[src/rtl/ipsxe_floating_point_fl2fl_widen_v1_0.sv]
// ipsxe_floating_point_fl2fl_widen_v1_0
// Exact widening float-to-float converter (default single -> double) behind an
// AXI4-Stream style valid/ready pipeline of 1 or 2 stages.
// Every input value is exactly representable in the output format. As a result there is
// no rounding, overflow or underflow. Input subnormals are renormalised using a
// leading-zero count. NaNs always come out quiet, with their payload left-aligned.
//
// Ports:
//   i_aclk, i_areset_n      clock, asynchronous active-low reset
//   i_aclken                clock enable; low freezes every register and drops tready
//   i_axi4s_a_tdata/tvalid  input operand {sign, exp, frac}
//   o_axi4s_a_tready        input ready (combinational through the stage chain)
//   o_axi4s_result_*        converted result stream
//   o_invalid_op            signaling-NaN flag travelling with the result beat
//
// Optional build macro IPSXE_FL2FL_WIDEN_SNAN_FLAG_EN enables the o_invalid_op
// pipeline. When it is undefined, the flag is tied to zero.
module ipsxe_floating_point_fl2fl_widen_v1_0 #(
  parameter int FLOAT_IN_EXP   = 8,
  parameter int FLOAT_IN_FRAC  = 24,
  parameter int FLOAT_OUT_EXP  = 11,
  parameter int FLOAT_OUT_FRAC = 53,
  parameter int LATENCY_CONFIG = 2
) (
  input  logic                                    i_aclk,
  input  logic                                    i_areset_n,
  input  logic                                    i_aclken,
  input  logic [FLOAT_IN_EXP+FLOAT_IN_FRAC-1:0]   i_axi4s_a_tdata,
  input  logic                                    i_axi4s_a_tvalid,
  output logic                                    o_axi4s_a_tready,
  output logic [FLOAT_OUT_EXP+FLOAT_OUT_FRAC-1:0] o_axi4s_result_tdata,
  output logic                                    o_axi4s_result_tvalid,
  input  logic                                    i_axi4s_result_tready,
  output logic                                    o_invalid_op
);

  localparam int IE  = FLOAT_IN_EXP;
  localparam int OE  = FLOAT_OUT_EXP;
  localparam int FI  = FLOAT_IN_FRAC - 1;
  localparam int FO  = FLOAT_OUT_FRAC - 1;
  localparam int BI  = (1 << (IE - 1)) - 1;
  localparam int BO  = (1 << (OE - 1)) - 1;
  localparam int IW  = IE + FLOAT_IN_FRAC;
  localparam int OW  = OE + FLOAT_OUT_FRAC;
  localparam int PAD = FO - FI;
  localparam int LZW = $clog2(FI + 1);
  // Rebias offset; also the exponent of a subnormal whose leading one is frac MSB.
  localparam logic [OE-1:0] EXP_ADJ = OE'(BO - BI);

  typedef enum logic [2:0] {
    CLS_ZERO = 3'd0,
    CLS_SUB  = 3'd1,
    CLS_NORM = 3'd2,
    CLS_INF  = 3'd3,
    CLS_NAN  = 3'd4
  } cls_t;

  // Count the leading zeros of a fraction field. The highest set bit wins.
  function automatic logic [LZW-1:0] lzc(input logic [FI-1:0] f);
    logic [LZW-1:0] n;
    n = {LZW{1'b0}};
    for (int i = 0; i < FI; i++) begin
      if (f[i]) n = LZW'(FI - 1 - i);
    end
    return n;
  endfunction

  function automatic cls_t classify(input logic [IE-1:0] e, input logic [FI-1:0] f);
    cls_t c;
    if (e == {IE{1'b0}}) begin
      c = (f == {FI{1'b0}}) ? CLS_ZERO : CLS_SUB;
    end else if (e == {IE{1'b1}}) begin
      c = (f == {FI{1'b0}}) ? CLS_INF : CLS_NAN;
    end else begin
      c = CLS_NORM;
    end
    return c;
  endfunction

  function automatic logic [OW-1:0] encode(input logic s, input cls_t c,
                                           input logic [IE-1:0] e_in,
                                           input logic [FI-1:0] f_in,
                                           input logic [LZW-1:0] lz);
    logic [OE-1:0] e;
    logic [FO-1:0] f;
    logic [FI-1:0] sh;
    sh = f_in << (int'(lz) + 1);  // drops the leading one of a subnormal
    case (c)
      CLS_ZERO: begin e = {OE{1'b0}}; f = {FO{1'b0}}; end
      CLS_INF:  begin e = {OE{1'b1}}; f = {FO{1'b0}}; end
      CLS_NORM: begin e = EXP_ADJ + OE'(e_in); f = FO'(f_in) << PAD; end
      CLS_SUB:  begin e = EXP_ADJ - OE'(lz);   f = FO'(sh) << PAD;   end
      CLS_NAN:  begin
        e = {OE{1'b1}};
        f = FO'(f_in) << PAD;
        f[FO-1] = 1'b1;  // quiet bit forced, lower payload kept left-aligned
      end
      default:  begin e = {OE{1'b0}}; f = {FO{1'b0}}; end
    endcase
    return {s, e, f};
  endfunction

  // Input-side decode shared by both pipeline depths.
  logic             in_sign_s;
  logic [IE-1:0]    in_exp_s;
  logic [FI-1:0]    in_frac_s;
  cls_t             in_cls_s;
  logic [LZW-1:0]   in_lz_s;

  assign in_sign_s = i_axi4s_a_tdata[IW-1];
  assign in_exp_s  = i_axi4s_a_tdata[IW-2 -: IE];
  assign in_frac_s = i_axi4s_a_tdata[FI-1:0];
  assign in_cls_s  = classify(in_exp_s, in_frac_s);
  assign in_lz_s   = lzc(in_frac_s);

  logic             result_valid_r;
  logic [OW-1:0]    result_data_r;

  assign o_axi4s_result_tvalid = result_valid_r;
  assign o_axi4s_result_tdata  = result_data_r;

`ifdef IPSXE_FL2FL_WIDEN_SNAN_FLAG_EN
  logic in_snan_s;
  logic invalid_r;
  assign in_snan_s    = (in_cls_s == CLS_NAN) & ~in_frac_s[FI-1];
  assign o_invalid_op = invalid_r;
`else
  assign o_invalid_op = 1'b0;
`endif

  generate
    if (LATENCY_CONFIG == 1) begin : g_lat1
      logic ready_out_s;
      assign ready_out_s      = ~result_valid_r | i_axi4s_result_tready;
      assign o_axi4s_a_tready = i_aclken & ready_out_s;

      // Single stage: classify, normalise and encode straight into the output register.
      always_ff @(posedge i_aclk or negedge i_areset_n) begin
        if (!i_areset_n) begin
          result_valid_r <= 1'b0;
          result_data_r  <= {OW{1'b0}};
`ifdef IPSXE_FL2FL_WIDEN_SNAN_FLAG_EN
          invalid_r      <= 1'b0;
`endif
        end else if (i_aclken && ready_out_s) begin
          result_valid_r <= i_axi4s_a_tvalid;
          if (i_axi4s_a_tvalid) begin
            result_data_r <= encode(in_sign_s, in_cls_s, in_exp_s, in_frac_s, in_lz_s);
`ifdef IPSXE_FL2FL_WIDEN_SNAN_FLAG_EN
            invalid_r     <= in_snan_s;
`endif
          end
        end
      end
    end else begin : g_lat2
      logic           s1_valid_r;
      logic           s1_sign_r;
      cls_t           s1_cls_r;
      logic [IE-1:0]  s1_exp_r;
      logic [FI-1:0]  s1_frac_r;
      logic [LZW-1:0] s1_lz_r;
      logic           ready_1_s;
      logic           ready_2_s;
`ifdef IPSXE_FL2FL_WIDEN_SNAN_FLAG_EN
      logic           s1_snan_r;
`endif

      assign ready_2_s        = ~result_valid_r | i_axi4s_result_tready;
      assign ready_1_s        = ~s1_valid_r | ready_2_s;
      assign o_axi4s_a_tready = i_aclken & ready_1_s;

      // Stage 1 register: classification and leading-zero count.
      always_ff @(posedge i_aclk or negedge i_areset_n) begin
        if (!i_areset_n) begin
          s1_valid_r <= 1'b0;
          s1_sign_r  <= 1'b0;
          s1_cls_r   <= CLS_ZERO;
          s1_exp_r   <= {IE{1'b0}};
          s1_frac_r  <= {FI{1'b0}};
          s1_lz_r    <= {LZW{1'b0}};
`ifdef IPSXE_FL2FL_WIDEN_SNAN_FLAG_EN
          s1_snan_r  <= 1'b0;
`endif
        end else if (i_aclken && ready_1_s) begin
          s1_valid_r <= i_axi4s_a_tvalid;
          if (i_axi4s_a_tvalid) begin
            s1_sign_r <= in_sign_s;
            s1_cls_r  <= in_cls_s;
            s1_exp_r  <= in_exp_s;
            s1_frac_r <= in_frac_s;
            s1_lz_r   <= in_lz_s;
`ifdef IPSXE_FL2FL_WIDEN_SNAN_FLAG_EN
            s1_snan_r <= in_snan_s;
`endif
          end
        end
      end

      // Stage 2 register: shift, rebias and pack the result.
      always_ff @(posedge i_aclk or negedge i_areset_n) begin
        if (!i_areset_n) begin
          result_valid_r <= 1'b0;
          result_data_r  <= {OW{1'b0}};
`ifdef IPSXE_FL2FL_WIDEN_SNAN_FLAG_EN
          invalid_r      <= 1'b0;
`endif
        end else if (i_aclken && ready_2_s) begin
          result_valid_r <= s1_valid_r;
          if (s1_valid_r) begin
            result_data_r <= encode(s1_sign_r, s1_cls_r, s1_exp_r, s1_frac_r, s1_lz_r);
`ifdef IPSXE_FL2FL_WIDEN_SNAN_FLAG_EN
            invalid_r     <= s1_snan_r;
`endif
          end
        end
      end
    end
  endgenerate

endmodule

[config.mk]
export PLATFORM = sky130hd
export DESIGN_NAME = ipsxe_floating_point_fl2fl_widen_v1_0
export DESIGN_NICKNAME = d
export VERILOG_FILES = /design/src/rtl/ipsxe_floating_point_fl2fl_widen_v1_0.sv
export SDC_FILE = /design/constraint.sdc
export NUM_CORES = 1
export LEC_CHECK = 0
export BUFFER_PORTS_ARGS = -buffer_cell sky130_fd_sc_hd__buf_4
export CORE_MARGIN = 3
export CORE_UTILIZATION = 50
export DETAILED_ROUTE_END_ITERATION = 12
export GPL_TIMING_DRIVEN = 0
export HOLD_SLACK_MARGIN = 0.02
export PLACE_DENSITY_LB_ADDON = 0.25
export SLEW_MARGIN = 40
export SYNTH_ARGS = -nofsm -noshare
export SYNTH_HDL_FRONTEND = slang
export SYNTH_SLANG_ARGS = --single-unit
[constraint.sdc]
create_clock -name i_aclk -period 2.65 [get_ports i_aclk]
set_input_delay 0.1325 -clock i_aclk [delete_from_list [all_inputs] [get_ports i_aclk]]
set_output_delay 0.1325 -clock i_aclk [all_outputs]
set_load 0.05 [all_outputs]
==> results.ini, run 1 <==
[clock_tree]
path_clk_slew_ns = 0.08
clk_latency_ns = 0.37
cts_sinks = 76
cts_tree = yes
cts_made_buffers = 9
cts_buffer_depth = 2
root_buffer = clkbuf_8
htree_levels = 3

[routing]
vias_per_cell = 5.84
drtIter0Drc = 403
drt-wirelength-per-cell_um = 18.7
drc = 0
drt-total-wl_mm = 14.8
vias = 4604
drtAntennaViolNets = 0
dr.pass1.iters = 5

[worst_setup_path]
path_max_fanout = 10
arrival_ns = 2.85
critPathKind = flip-flop to flip-flop
cp-end-kind = flip-flop
cp-start-kind = flip-flop
worstPathRequired_ns = 2.95
rr_worst_depth = 9

[synth]
synth_area_sq_um = 5070
synth-edff-count = 0
yosysWarnings = 0
synth_cell_types = 62
yosysTopAreaCell = dfrtp_1
dominantRegCellSynth = dfrtp_1
synth-seq-cells = 76
seq_area_frac_synth_pct = 37.5
netlist_instances = 517
synthTopCellsByArea = dfrtp_1 (37%), mux4_2 (9.3%), mux2_2 (7.3%)
avgSynthCellArea_sq_um = 9.81
synthArstFlopShare_pct = 100
synth.top_cell.area_share_pct = 37.5

[timing]
finalMaxSlewViolations = 0
period_share_pct = 96.3
rsz0062_at_grt = yes
min_period_ns = 2.55
hold_viol_final = 0
max_freq_ghz = 0.392
finClkSkew_ns = 0.00908
worst-slew-pin-transition_ns = 0.816
hold_ws_ns = 0.0284
setup_violations = 0
slew_headroom_pct = 45.2
finalSetupTns_ns = 0

[hold_path]
hold_path.class = input pin to flip-flop
holdPathStages = 2

[global_routing]
first_global_vias = 4264
track_usage_pct = 26.6
grt_max_degree = 77
grt-ovfl-total = 0
grt_pass1_wl_mm = 23.3
antenna_found_initial = 0

[placement]
port_buffers = 72
dp_hpwl_mm = 10.9
dp_cells = 751
placed_area_sq_um = 5910
gp_congestion = 0.911

[floorplanning]
start_util_pct = 51.7
die_h_um = 107
rows = 36
die_w_um = 107
die-area_sq_um = 11400
coreArea_sq_um = 9820
num_io_pins = 104

[run]
drv_cap = 0

[final_layout]
areaGrowthSynthToFinish_pct = 27.6
post-route-cell-area_sq_um = 6470
final_common_cell = buf_4
final_net_count = 690
drive_above_1_share_pct = 34.0
num_antenna_cells = 0
n_fill_cell = 800
final_cell_mix = buf_4 (112), dfrtp_1 (75), nand2_1 (62)
layout.cells.non_filler = 789

[status]
status = finished, final reports clean

[power]
ir_worst_vdd_uv = 448
leakagePower_nw = 2.91
p_per_area_nw_per_um2 = 820
p_total_mw = 5.31

-- cell usage after synthesis (9+ instances only) --
| library cell | n |
|---|---|
| nand3_1 | 13 |
| clkbuf_1 | 17 |
| dfrtp_1 | 76 |
| nand2_1 | 63 |
| nor2_1 | 45 |
| o21ai_0 | 37 |
| mux2_2 | 33 |
| mux4_2 | 21 |
| mux2i_1 | 16 |
| a221oi_1 | 10 |
| and3_1 | 9 |
| a21oi_1 | 29 |
| buf_4 | 35 |
-- per-stage QoR --
stage                     setup slack, ns  util [%]
after detailed placement           -0.445      60.2
after global routing              -0.0332      65.9
final                              0.0985      65.9
after floorplan                    0.0111         -
after global placement             -0.436      60.1
after CTS                         0.00871      64.5
-- metal layers --
metal	GRT usage, %	routed length (um)	vias up
li1	-	-	2112
met4	9.86	348	0
met3	3.31	1130	30
met2	40.7	6900	239
met1	38.8	6410	2223
met5	0	0	-
-- power breakdown --
group / switching, mW / internal (mW) / total, mW / leakage, nW
sequential: 0.270 / 1.43 / 1.70 / 0.932
clock: 0.448 / 0.532 / 0.981 / 0.111
combinational: 1.56 / 1.07 / 2.63 / 1.87
total: 2.28 / 3.03 / 5.31 / 2.91
-- final cells by class --
cell class	instances	area [sq um]	area share (%)
Buffer	65	452	6.98
Timing Repair Buffer	95	762	11.8
Inverter	9	41.3	0.638
Tap cell	133	166	2.57
Clock buffer	10	128	1.97
Sequential cell	76	1900	29.4
Clock inverter	6	87.6	1.35
Multi-Input combinational cell	395	2930	45.3
-- worst max-delay path, cell delays in order (launching register included) --
cell,delay (ns)
dfrtp_2,0.43
buf_4,0.16
ha_1,0.18
buf_2,0.19
xnor2_2,0.52
clkbuf_2,0.39
nand2_1,0.11
a31oi_2,0.25
a22oi_1,0.10
o21ai_1,0.14
-- state kept, by name, indices dropped and copies added, names as in the netlist --
name / count
g_lat2.s1_lz_r: 5
o_axi4s_result_tvalid: 1
g_lat2.s1_valid_r: 1
g_lat2.s1_frac_r: 23
g_lat2.s1_exp_r: 8
g_lat2.s1_cls_r: 3
o_axi4s_result_tdata: 34
g_lat2.s1_sign_r: 1
-- cell families (layout without fill, tap and decap cells) --
logic type      Yosys count  in the layout  share of synthesized area, %
mux                      70             70                          19.8
fa+ha+maj                 2              2                         0.493
xor+xnor                  9              9                          2.59
buf+inv                  75            185                          8.63
compound gates          118            118                          15.6
simple gates            166            166                          15.3
other cells               1             30                        0.0739
flops                    76             76                          37.5
-- final timing paths --
path | start | to | slack [ns]
max | g_lat2.s1_lz_r[0] | o_axi4s_result_tdata[44] | 0.1
min | i_axi4s_a_tdata[13] | g_lat2.s1_frac_r[13] | 0.03
max reg2reg | g_lat2.s1_lz_r[0] | o_axi4s_result_tdata[44] | 0.1
min reg2reg | o_axi4s_result_tdata[56] | o_axi4s_result_tdata[56] | 0.48
max in group asynchronous | i_areset_n | g_lat2.s1_lz_r[0] | 1.75
min in group asynchronous | i_areset_n | o_axi4s_result_tdata[56] | 0.32
-- what timing repair did --
item | 4_1_cts | 5_1_grt
endpoints found under the setup margin | 20 | 19
hold endpoints to repair | 87 | 0
buffers inserted | 3 | 7
pin swaps | 0 | 7
gates resized for setup | 16 | 23
hold buffers | 13 | 0
No activity file was read; power rests on OpenSTA's default activity.
==> run 2: changes to the inputs <==
clock period = 2.9 ns   (was 2.65 ns; I/O delays follow)
==> results.ini, run 2 (synthesis gave the netlist of run 1 again) <==
[status]
status = finished, final reports clean

[final_layout]
final_common_cell = buf_4
num_antenna_cells = 0  ; unchanged
seq_area_sq_um = 1900  ; unchanged
largest_reg_flops = 34  ; unchanged
final_cell_mix = buf_4 (109), dfrtp_1 (75), nand2_1 (63)
final_net_count = 681  ; -1.3%
n_fill_cell = 815  ; +1.9%
drive_above_1_share_pct = 33.5  ; -0.45 points
post-route-util_pct = 64.8  ; -1.1 points
multiInputGateArea_sq_um = 2910  ; -0.85%
areaGrowthSynthToFinish_pct = 25.4

[worst_setup_path]
arrival_ns = 3.01  ; +0.16 ns
worstPathRequired_ns = 3.14  ; +0.19 ns
cp-start-kind = flip-flop
path_max_fanout = 10  ; unchanged
r2r_slack_ns = 0.13  ; +0.04 ns
reg2reg_from = g_lat2.s1_lz_r[0]
cp-end-kind = flip-flop
critPathKind = flip-flop to flip-flop
reg2reg_to = o_axi4s_result_tdata[51]
rr_worst_depth = 12  ; +3
crit_path_start = g_lat2.s1_lz_r[0]

[routing]
drt-total-wl_mm = 14.6  ; -1.0%
drc = 0  ; unchanged
vias = 4563  ; -0.89%
drtAntennaViolNets = 0  ; unchanged
drtIter0Drc = 545  ; +35%
dr.pass1.iters = 7  ; +2
drt-wirelength-per-cell_um = 18.8  ; +0.12%
vias_per_cell = 5.85  ; +0.25%

[clock_tree]
path_clk_slew_ns = 0.08  ; about the same
cts_tree = yes
cts_made_buffers = 9  ; unchanged
htree_levels = 3  ; unchanged
cts_buffer_depth = 2  ; unchanged
root_buffer = clkbuf_8
cts_sinks = 76  ; unchanged
clk_latency_ns = 0.36  ; about the same

[power]
p_total_mw = 4.82  ; -9.1%
leakagePower_nw = 2.87  ; -1.6%
ir_worst_vdd_uv = 418  ; -6.8%
p_per_area_nw_per_um2 = 758  ; -7.6%

[floorplanning]
rows = 36  ; unchanged
coreArea_sq_um = 9820  ; unchanged
die-area_sq_um = 11400  ; unchanged
num_io_pins = 104  ; unchanged
die_h_um = 107  ; unchanged
die_w_um = 107  ; unchanged
start_util_pct = 51.7  ; unchanged

[placement]
place_ws_ns = -0.520  ; -0.0757 ns
gp_congestion = 0.894  ; -1.9%
dp_hpwl_mm = 10.8  ; -0.66%
port_buffers = 72  ; unchanged

[global_routing]
grt-ovfl-total = 0  ; unchanged
grt_pass1_wl_mm = 23.4  ; +0.56%
antenna_found_initial = 0  ; unchanged
first_global_vias = 4387  ; +2.9%
track_usage_pct = 26.6  ; about the same
grt_max_degree = 77  ; unchanged

[run]
drv_cap = 0  ; unchanged

[timing]
slew_headroom_pct = 53.4  ; +8.2 points
setup_violations = 0  ; unchanged
hold_viol_final = 0  ; unchanged
finalMaxSlewViolations = 0  ; unchanged
rsz0062_at_grt = no
worst-slew-pin-transition_ns = 0.699  ; -0.117 ns
finClkSkew_ns = 0.00839  ; -0.000682 ns
max_freq_ghz = 0.361  ; -7.8%
period_share_pct = 95.4  ; -0.89 points
min_period_ns = 2.77  ; +0.215 ns
layout_setup_ws_ns = 0.134  ; +0.0351 ns

[hold_path]
hold_path.class = input pin to flip-flop
hold_end = g_lat2.s1_exp_r[6]
worstHoldStart = i_axi4s_a_tdata[29]
holdPathStages = 2  ; unchanged

## run 2: critical path: stages (launching register included)
cell	delay (ns)
dfrtp_2	0.39
buf_12	0.11
buf_12	0.13
buf_12	0.14
clkinvlp_4	0.14
ha_4	0.29
buf_6	0.14
buf_12	0.15
mux4_2	0.53
mux2i_1	0.17
nor3_1	0.06
a311oi_1	0.29
o21ai_0	0.11
## run 2: metrics by stage
stage | hold WS, ns | area (sq um) | setup TNS, ns | instances
after floorplan | -0.151 | 5180 | 0 | 546
after global placement | 0.342 | 5890 | -5.22 | 751
after detailed placement | 0.223 | 5890 | -6.07 | 751
after CTS | 0.0223 | 6260 | 0 | 775
after global routing | 0.0280 | 6360 | 0 | 780
final | 0.0346 | 6360 | 0 | 780
## run 2: worst max path at each step
stage,slack (ns),endpoint
after CTS,0.01,o_axi4s_result_tdata[51]
after floorplan,0.08,o_axi4s_result_tdata[50]
final,0.13,o_axi4s_result_tdata[51]
after detailed placement,-0.52,o_axi4s_result_tdata[35]
after global routing,0.005,o_axi4s_result_tdata[40]
after global placement,-0.49,o_axi4s_result_tdata[41]
## run 2: metal layers
| metal | share of wire, % | GRT usage (%) |
|---|---|---|
| met2 | 46 | 41.4 |
| met1 | 42 | 37.7 |
| met5 | 0 | 0 |
| met3 | 9.1 | 4.09 |
| met4 | 2.4 | 10.1 |
## run 2: cell type report
cell class / count / share of cell area, %
flip-flops and latches: 76 / 29.9
well taps: 133 / 2.62
plain buffers: 66 / 7.20
multi-input cells: 395 / 45.7
clock inverters: 6 / 1.47
clock buffers: 10 / 2.16
repair buffers: 85 / 10.4
inverters: 9 / 0.590
## run 2: repair_timing
item | in CTS | in global routing
endpoints found under the hold margin | 81 | 0
resized for setup | 13 | 13
hold buffers | 7 | 0
setup endpoints to repair | 19 | 13
buffers inserted | 1 | 5
pin swaps | 0 | 2
## run 2: power breakdown
| group | switching (mW) | internal (mW) | leakage (nW) |
|---|---|---|---|
| sequential | 0.246 | 1.30 | 0.932 |
| combinational | 1.41 | 0.923 | 1.82 |
| clock | 0.427 | 0.515 | 0.113 |
==> run 3: changes to the inputs <==
CTS_BUF_LIST = sky130_fd_sc_hd__clkbuf_8 sky130_fd_sc_hd__clkbuf_16   (was unset)
SKIP_LAST_GASP = 1   (was unset)
clock period = 2.82 ns   (was 2.9 ns; I/O delays follow)
==> results.ini, run 3 (synthesis gave the netlist of run 1 again) <==
[status]
status = finished, final reports clean

[worst_setup_path]
rr_worst_depth = 13  ; +1
critPathKind = flip-flop to flip-flop
crit_chain = buf_12 -> buf_12 -> buf_12 -> inv_2 -> ha_1 -> buf_6 -> buf_12 -> mux4_2 -> mux2_2 -> nor2_2 -> a21oi_1 -> a221oi_2 -> nor2_1
crit_path_max_incr_delay_ns = 0.43  ; -0.10 ns
crit_buf_inv = 6  ; unchanged
arrival_ns = 2.98  ; -0.03 ns
r2r_slack_ns = 0.09  ; -0.04 ns
crit_top_cell = buf_12
path_max_fanout = 10  ; unchanged
reg2reg_from = g_lat2.s1_lz_r[0]
worstPathRequired_ns = 3.07  ; -0.07 ns
cp-end-kind = flip-flop
critical-path-top-delay-family = buffers and inverters
reg2reg_to = o_axi4s_result_tdata[41]
cp-start-kind = flip-flop
slowest_stage = dfrtp_2

[final_layout]
final_cell_mix = buf_4 (107), dfrtp_1 (75), nand2_1 (63)
drive_above_1_share_pct = 32.8  ; -0.72 points
final_net_count = 683  ; +0.29%
multiInputGateArea_sq_um = 2870  ; -1.2%
num_antenna_cells = 0  ; unchanged
areaGrowthSynthToFinish_pct = 25.0
n_fill_cell = 856  ; +5.0%
post-route-cell-area_sq_um = 6340  ; -0.31%
final_common_cell = buf_4
post-route-util_pct = 64.6  ; -0.20 points
seq_area_sq_um = 1900  ; unchanged
largest_reg_flops = 34  ; unchanged

[clock_tree]
clk_latency_ns = 0.37  ; about the same
cts_made_buffers = 9  ; unchanged
path_clk_slew_ns = 0.09  ; about the same
cts_buffer_depth = 2  ; unchanged
htree_levels = 3  ; unchanged
cts_sinks = 76  ; unchanged
root_buffer = clkbuf_8
cts_tree = yes

[routing]
dr.pass1.iters = 5  ; -2
drtIter0Drc = 474  ; -13%
vias_per_cell = 5.75  ; -1.7%
drtAntennaViolNets = 0  ; unchanged
vias = 4496  ; -1.5%
drc = 0  ; unchanged
drt-total-wl_mm = 14.7  ; +0.16%
drt-wirelength-per-cell_um = 18.7  ; about the same

[timing]
worst-slew-pin-transition_ns = 0.682  ; -0.0167 ns
hold_viol_final = 0  ; unchanged
min_period_ns = 2.73  ; -0.0412 ns
max_freq_ghz = 0.367  ; +1.5%
period_share_pct = 96.6  ; +1.2 points
finClkSkew_ns = 0.00810  ; -0.000290 ns
finalMaxSlewViolations = 0  ; unchanged
slew_headroom_pct = 54.2  ; +0.79 points
layout_setup_ws_ns = 0.0949  ; -0.0388 ns
setup_violations = 0  ; unchanged
finalSetupTns_ns = 0  ; unchanged
hold_ws_ns = 0.0351  ; +0.000560 ns

[hold_path]
worstHoldStart = i_axi4s_a_tdata[28]
holdPathStages = 2  ; unchanged
hold_end = g_lat2.s1_exp_r[5]
hold_path.class = input pin to flip-flop

[floorplanning]
rows = 36  ; unchanged
die_w_um = 107  ; unchanged
num_io_pins = 104  ; unchanged
start_util_pct = 51.7  ; unchanged
die-area_sq_um = 11400  ; unchanged
coreArea_sq_um = 9820  ; unchanged
die_h_um = 107  ; unchanged

[power]
p_comb_share_pct = 48.4  ; about the same
pwr-share-seq_pct = 32.4  ; +0.3 points
p_per_area_nw_per_um2 = 775  ; +2.3%
leakagePower_nw = 2.86  ; -0.33%
clkPwrFrac_pct = 19.2  ; -0.3 points
p_sw_mw = 2.13  ; +2.4%
swShare_pct = 43.4  ; +0.20 points
p_int_mw = 2.78  ; +1.6%
ir_worst_vdd_uv = 352  ; -16%

[global_routing]
antenna_found_initial = 0  ; unchanged
track_usage_pct = 26.8  ; +0.17 points
first_global_vias = 4352  ; -0.80%
grt_pass1_wl_mm = 23.5  ; +0.17%
grt-ovfl-total = 0  ; unchanged
grt_max_degree = 77  ; unchanged

[placement]
port_buffers = 72  ; unchanged
gp_congestion = 0.907  ; +1.4%
dp_hpwl_mm = 11.0  ; +1.4%
place_ws_ns = -0.510  ; +0.0104 ns
placed_area_sq_um = 5900  ; about the same

[run]
drv_cap = 0  ; unchanged

==> run 3: worst max-delay path by stage <==
stage / startpoint / to / cells past startpoint
after floorplan: g_lat2.s1_lz_r[0] / o_axi4s_result_tdata[50] / 12
after global placement: g_lat2.s1_lz_r[0] / o_axi4s_result_tdata[41] / 13
after detailed placement: g_lat2.s1_lz_r[0] / o_axi4s_result_tdata[41] / 13
after CTS: g_lat2.s1_lz_r[0] / o_axi4s_result_tdata[41] / 13
after global routing: g_lat2.s1_lz_r[0] / o_axi4s_result_tdata[41] / 13
final: g_lat2.s1_lz_r[0] / o_axi4s_result_tdata[41] / 13
==> run 3: power groups by stage <==
stage          logic [mW]  registers [mW]  clock network [mW]
2_1_floorplan        1.12            2.06                   0
3_3_place_gp         2.24            1.59                   0
3_5_place_dp         2.25            1.61                   0
4_1_cts              2.34            1.58               0.967
5_1_grt              2.52            1.63                1.01
6_report             2.38            1.59               0.946
==> run 3: final cells by class <==
| cell class | count | area share, % |
|---|---|---|
| multi-input combinational | 395 | 45.3 |
| buffer | 66 | 7.22 |
| tap | 133 | 2.62 |
| clock buffer | 9 | 1.95 |
| clock inverter | 7 | 1.58 |
| timing repair buffer | 87 | 10.8 |
| inverter | 9 | 0.533 |
| sequential | 76 | 30.0 |
==> run 3: worst register-to-register path, stage by stage (launching register included) <==
cell,delay (ns)
dfrtp_2,0.43
buf_12,0.13
buf_12,0.14
buf_12,0.14
inv_2,0.08
ha_1,0.24
buf_6,0.16
buf_12,0.15
mux4_2,0.32
mux2_2,0.32
nor2_2,0.11
a21oi_1,0.07
a221oi_2,0.27
nor2_1,0.06
==> run 3: layer usage <==
| metal | wire, um | share of wire, % | vias up | GRT usage (%) |
|---|---|---|---|---|
| met5 | 0 | 0 | - | 0 |
| met4 | 346 | 2.4 | 0 | 9.04 |
| met3 | 1170 | 8.0 | 26 | 6.08 |
| met2 | 6690 | 46 | 226 | 41.0 |
| met1 | 6450 | 44 | 2145 | 37.8 |
| li1 | - | - | 2099 | - |
==> run 3: timing repair <==
| action | in CTS | in global routing |
|---|---|---|
| hold buffers | 11 | 0 |
| setup endpoints to repair | 21 | 7 |
| gates resized for setup | 15 | 9 |
| hold endpoints to repair | 85 | 0 |
| setup buffers | 3 | 1 |
| pin swaps | 0 | 2 |
==> run 3: through the flow <==
stage / power, mW / cells
floorplan: 3.18 / 546
global placement: 3.84 / 751
detailed placement: 3.86 / 751
CTS: 4.90 / 781
global route: 5.15 / 782
finish: 4.92 / 782
